File: src/rtl/fetch_pkg.sv
// rtl/fetch_pkg.sv - shared types and constants for the instruction fetch stage
package fetch_pkg;

  localparam int ADDR_W  = 64;
  localparam int INSTR_W = 32;

  localparam logic [ADDR_W-1:0] PC_STEP          = 64'd4;
  localparam logic [ADDR_W-1:0] DEFAULT_RESET_PC = 64'h0;

  typedef enum logic [1:0] {
    ST_IDLE  = 2'd0,
    ST_RUN   = 2'd1,
    ST_FAULT = 2'd2
  } fetch_state_e;

  // One buffered fetch: the address it came from and the word read there.
  typedef struct packed {
    logic [ADDR_W-1:0]  pc;
    logic [INSTR_W-1:0] instr;
  } fetch_entry_t;

  // Instructions are word aligned; the low two address bits must be zero.
  function automatic logic is_aligned(input logic [ADDR_W-1:0] addr);
    return addr[1:0] == 2'b00;
  endfunction

endpackage

File: src/rtl/fetch_fifo.sv
// rtl/fetch_fifo.sv - small synchronous FIFO buffering fetched {pc, instr} entries
module fetch_fifo
  import fetch_pkg::*;
#(
  parameter int DEPTH = 2
) (
  input  logic                   clk,
  input  logic                   reset,
  input  logic                   push,
  input  fetch_entry_t           push_data,
  input  logic                   pop,
  input  logic                   flush,
  output fetch_entry_t           head,
  output logic [$clog2(DEPTH):0] count
);

  localparam int PTR_W = $clog2(DEPTH);
  localparam int CNT_W = PTR_W + 1;
  localparam logic [CNT_W-1:0] FULL = CNT_W'(DEPTH);

  fetch_entry_t     mem [DEPTH];
  logic [PTR_W-1:0] wr_ptr;
  logic [PTR_W-1:0] rd_ptr;
  logic             do_push;
  logic             do_pop;

  // A pop never underflows; a push into a full buffer is legal only when
  // the head retires on the same edge and frees its slot.
  assign do_pop  = pop && (count != '0);
  assign do_push = push && ((count != FULL) || do_pop);

  assign head = mem[rd_ptr];

  // Entry storage; contents need no reset because count gates visibility.
  always_ff @(posedge clk) begin
    if (do_push && !flush) begin
      mem[wr_ptr] <= push_data;
    end
  end

  // Pointers and occupancy; DEPTH is a power of two so pointers wrap freely.
  always_ff @(posedge clk) begin
    if (reset || flush) begin
      wr_ptr <= '0;
      rd_ptr <= '0;
      count  <= '0;
    end else begin
      if (do_push) begin
        wr_ptr <= wr_ptr + PTR_W'(1);
      end
      if (do_pop) begin
        rd_ptr <= rd_ptr + PTR_W'(1);
      end
      case ({do_push, do_pop})
        2'b10:   count <= count + CNT_W'(1);
        2'b01:   count <= count - CNT_W'(1);
        default: count <= count;
      endcase
    end
  end

endmodule

File: src/rtl/instruction_fetch.sv
// rtl/instruction_fetch.sv - PC sequencing, redirect/fault handling and fetch buffering
module instruction_fetch
  import fetch_pkg::*;
#(
  parameter logic [63:0] RESET_PC   = DEFAULT_RESET_PC,
  parameter int          FIFO_DEPTH = 2
) (
  input  logic        clk,
  input  logic        reset,
  input  logic        start,
  output logic [63:0] Inst_Address,
  input  logic [31:0] instruction,
  input  logic        redirect_valid,
  input  logic [63:0] redirect_pc,
  output logic        out_valid,
  input  logic        out_ready,
  output logic [31:0] out_instr,
  output logic [63:0] out_pc,
  output logic        fault,
  output logic [63:0] fault_pc
);

  localparam int CNT_W = $clog2(FIFO_DEPTH) + 1;
  localparam logic [CNT_W-1:0] FULL = CNT_W'(FIFO_DEPTH);

  fetch_state_e      state_q, state_d;
  logic [ADDR_W-1:0] pc_q, pc_d;
  logic [ADDR_W-1:0] fault_pc_q, fault_pc_d;
  logic              push;
  logic              pop;
  logic              flush;
  fetch_entry_t      push_data;
  fetch_entry_t      head;
  logic [CNT_W-1:0]  fifo_count;

  assign Inst_Address = pc_q;
  assign push_data    = '{pc: pc_q, instr: instruction};
  assign out_valid    = (fifo_count != '0);
  assign pop          = out_valid && out_ready;
  assign out_instr    = out_valid ? head.instr : '0;
  assign out_pc       = out_valid ? head.pc : '0;
  assign fault        = (state_q == ST_FAULT);
  assign fault_pc     = fault_pc_q;

  // Next-state logic: redirects win over sequential fetch in every state.
  always_comb begin
    state_d    = state_q;
    pc_d       = pc_q;
    fault_pc_d = fault_pc_q;
    push       = 1'b0;
    flush      = 1'b0;
    if (redirect_valid) begin
      flush = 1'b1;
      if (!is_aligned(redirect_pc)) begin
        fault_pc_d = redirect_pc;
        state_d    = ST_FAULT;
      end else begin
        pc_d = redirect_pc;
        if (state_q == ST_FAULT) begin
          state_d = ST_RUN;
        end
      end
    end else begin
      case (state_q)
        ST_IDLE: begin
          if (start) begin
            state_d = ST_RUN;
          end
        end
        ST_RUN: begin
          if ((fifo_count != FULL) || pop) begin
            push = 1'b1;
            pc_d = pc_q + PC_STEP;
          end
        end
        ST_FAULT: begin
          state_d = ST_FAULT;
        end
        default: begin
          state_d = ST_IDLE;
        end
      endcase
    end
  end

  // State, PC and captured fault address registers.
  always_ff @(posedge clk) begin
    if (reset) begin
      state_q    <= ST_IDLE;
      pc_q       <= RESET_PC;
      fault_pc_q <= '0;
    end else begin
      state_q    <= state_d;
      pc_q       <= pc_d;
      fault_pc_q <= fault_pc_d;
    end
  end

  fetch_fifo #(
    .DEPTH(FIFO_DEPTH)
  ) u_fetch_fifo (
    .clk      (clk),
    .reset    (reset),
    .push     (push),
    .push_data(push_data),
    .pop      (pop),
    .flush    (flush),
    .head     (head),
    .count    (fifo_count)
  );

endmodule

File: config.mk
export PLATFORM = sky130hd
export DESIGN_NAME = instruction_fetch
export DESIGN_NICKNAME = d
export VERILOG_FILES = /design/src/rtl/fetch_pkg.sv /design/src/rtl/fetch_fifo.sv /design/src/rtl/instruction_fetch.sv
export SDC_FILE = /design/constraint.sdc
export NUM_CORES = 1
export LEC_CHECK = 0
export BUFFER_PORTS_ARGS = -buffer_cell sky130_fd_sc_hd__buf_2
export CORE_MARGIN = 8
export CORE_UTILIZATION = 25
export DETAILED_ROUTE_END_ITERATION = 10
export MAX_ROUTING_LAYER = met4
export PLACE_DENSITY = 0.41
export SYNTH_ARGS = -nofsm -noshare
export SYNTH_HDL_FRONTEND = slang
export SYNTH_SLANG_ARGS = --single-unit
File: constraint.sdc
create_clock -name clk -period 11.9 [get_ports clk]
set_clock_uncertainty 0.05 [all_clocks]
set_input_delay 0 -clock clk [delete_from_list [all_inputs] [get_ports clk]]
set_output_delay 0 -clock clk [all_outputs]
set_load 0.01 [all_outputs]
==> results by group <==
Routing
  – Vias: 11889
  – Via density: 4.74
  – # DRC: 0
  – Antenna viol nets, final: 0
  – Wire per inst: between 20 and 25 um
  – DRT Pass-1 Iters: 4
  – Initial DRC count: between 700 and 800
  – Routed WL: about 53000 um

Synth
  – Yosys top cell area share: between 40% and 50%
  – #FFs+latches synth: ~330
  – Ys flop type: edfxtp_1
  – Ranking of synthesized cells by area: edfxtp_1 41%, dfxtp_1 19%, mux2i_1 7.9%
  – YS warnings: 0
  – Syn Area/Cell: between 10 and 15 um^2
  – Post-synth EDFFs: between 150 and 200
  – Asr flop ratio synth: 0%
  – Sequential element share of the synthesized area: about three fifths
  – Synth Cell Area: about 14000 um^2
  – Yosys top cell by area: edfxtp_1
  – Synth Instances: roughly 1300
  – Unique masters post-synth: 68
  – Net Count, Synth: ~1400

Die
  – Die outline height: approximately 250 um
  – DIE AREA: roughly 64000 um^2
  – Rows: between 80 and 90
  – Core ar.: roughly 55000 um^2
  – Die W: 252 um
  – Ports: 327
  – Starting Density: 25.3%

Finish
  – ANT cells: 0
  – Commonest non-fill, non-tap cell in the layout: buf_2
  – Commonest non-fill, non-tap cells in the layout: 324 x buf_2, 205 x nand2_1, 192 x edfxtp_1
  – Final #Nets: 1834
  – Area Growth Syn to Fin: 35.3%
  – Share of post-route cells with drive strength above 1: roughly 24%
  – Fillers: ~5700

Timing
  – Setup violations, final: 0
  – Slew headroom: between 20% and 30%
  – TNS Setup: 0 ns
  – Min Tclk post-route: approximately 4.4 ns
  – Worst-Margin Slew: 1.15 ns
  – Final slew viol count: 0
  – Fmax: approximately 0.23 GHz
  – Final hold slack: about 0.11 ns
  – Unrepaired setup endpoints after global routing: no
  – Crit share post-route: between 30% and 40%
  – Final hold viol count: 0

Setup path
  – Startpoint Class: register
  – WS Path Type: register to register
  – Crit end category: register
  – Worst Path Required: about 12 ns
  – Worst R2R Start: state_q[0]$_SDFFE_PP0P_
  – Critical Path Max Stage Delay: a little over 1 ns
  – Data arrival, critical path: roughly 4.6 ns
  – Crit-path leading delay family: simple AND/OR/NAND/NOR gates
  – CP max stage cell: nor2_4
  – Crit. Startpoint: state_q[0]$_SDFFE_PP0P_
  – Critical Path Fanout Max: 68
  – CP cell instances: or3b_1, nor2_1, clkinv_1, nor2_4, buf_4
  – CP bufs+invs: 2

Pwr
  – Peak VDD IR: around 0.078 mV
  – Lkg Pwr: a little over 7 nW
  – P per Cell Area: around 140 nW/um^2

Run
  – Max cap viols: 0

GRT
  – Met1 usage: a little under a quarter
  – Total GRT Usage: approximately 17%
  – Vias in the first global route: about 12000
  – Grt total ovfl: 0
  – GR Util met3: roughly 3.4%
  – Pin count of the biggest net entering global routing: between 70 and 80
  – Busiest grt layer: met2
  – Initial antenna violation count: 1
  – Global-route wire length before repair: roughly 80000 um
  – Met2 usage: 24.7%

Placement
  – GPL Wtd Cong: between 0.8 and 0.9
  – Port Buffers: about 330
  – Post-DP HPWL: between 30000 and 40000 um

Clocking
  – CTS Buf Count: 41
  – Root buffer cell: clkbuf_16
  – Setup Fix Bufs, Post-CTS: 0
  – Post-CTS sizing: 0
  – Clk_lat worst skew: around 0.57 ns
  – H-tree Lvls: 2
  – CTS tree: yes
  – Clock Sinks: 327
  – Longest Clk Path Bufs: 3
  – Worst-path clk slew: approximately 0.060 ns

Run status
  – Run status: completed

Worst hold path
  – Hold_sp: instruction[10]
  – Worst Hold Class: primary input to register
## final timing paths
kind | end | slack, ns | cells past startpoint
setup / recovery | u_fetch_fifo.mem[0][53]$_DFFE_PP_ | 7.48 | 5
hold / removal | u_fetch_fifo.mem[1][10]$_DFFE_PP_ | 0.11 | 2
setup reg to reg | u_fetch_fifo.mem[0][53]$_DFFE_PP_ | 7.48 | 5
hold reg to reg | fault_pc[11]$_SDFFE_PP0P_ | 0.40 | 2
## layout make-up
class                   count  area (um^2)  area share (%)
clock inverters            19          223            1.18
inverters                   8         30.0           0.159
multi-input cells         896         5160            27.4
flip-flops and latches    327         8470            45.0
clock buffers              54         1100            5.86
repair buffers            457         2920            15.5
well taps                 748          936            4.97
## per-layer routing
layer | part of all wire [%] | up-vias
li1 | - | 5635
met1 | 47 | 5802
met2 | 45 | 368
met3 | 5.6 | 84
met4 | 2.6 | 0
met5 | 0 | -
## logic make-up after synthesis
| kind of cell | Yosys count | share of synthesized area, % |
|---|---|---|
| compound gates | 240 | 10.4 |
| fa+ha+maj | 2 | 0.180 |
| buf+inv | 88 | 2.58 |
| xor+xnor | 4 | 0.252 |
| flops | 327 | 60.8 |
| mux | 111 | 7.99 |
| simple gates | 539 | 17.8 |
## registers in the layout, indices dropped and copies added (netlist names), named ones only
register	flops
u_fetch_fifo.count	2
u_fetch_fifo.rd_ptr	1
Inst_Address	64
state_q	2
fault_pc	64
u_fetch_fifo.mem	192
u_fetch_fifo.wr_ptr	1
## synthesized netlist by cell type, types with 4 or more instances
master and number:
a211oi_1 9, a21o_1 4, a21oi_1 108, a22o_1 5
a22oi_1 13, a31oi_1 19, a32o_1 4, and2_1 10
and3_1 25, buf_1 14, clkbuf_1 61, dfxtp_1 135
edfxtp_1 192, inv_1 6, mux2i_1 110, nand2_1 205
nand3_1 41, nand4_1 26, nor2_1 154, nor2b_1 7
nor3_1 20, nor4_1 15, o211ai_1 8, o21ai_0 35
o22ai_1 6, o31ai_1 10, or3_1 7, or4_1 6
## timing repair
item                                   CTS  global route
endpoints found under the hold margin  194             0
hold buffers                           118             0
setup endpoints to repair                0             0
## report_power, final
group | internal (W) | total (W) | switching [W] | leakage (nW)
registers | 0.00123 | 0.00127 | 0.0000408 | 2.84
logic | 0.0000887 | 0.000215 | 0.000126 | 3.61
clock network | 0.000743 | 0.00124 | 0.000494 | 0.640
total | 0.00206 | 0.00272 | 0.000661 | 7.09
## metrics by stage
| step | worst slack, ns | power (W) | util, % | instance area [um^2] | std cells |
|---|---|---|---|---|---|
| after floorplan | 5.76 | 0.00137 | - | 13900 | 1311 |
| after global placement | 7.49 | 0.00148 | 29.6 | 16300 | 2318 |
| after detailed placement | 7.42 | 0.00148 | 29.6 | 16300 | 2318 |
| after CTS | 7.44 | 0.00277 | 34.2 | 18800 | 2509 |
| after global routing | 7.14 | 0.00283 | 34.2 | 18800 | 2509 |
| final | 7.48 | 0.00272 | 34.2 | 18800 | 2509 |
(Power assumes the default switching activity.)
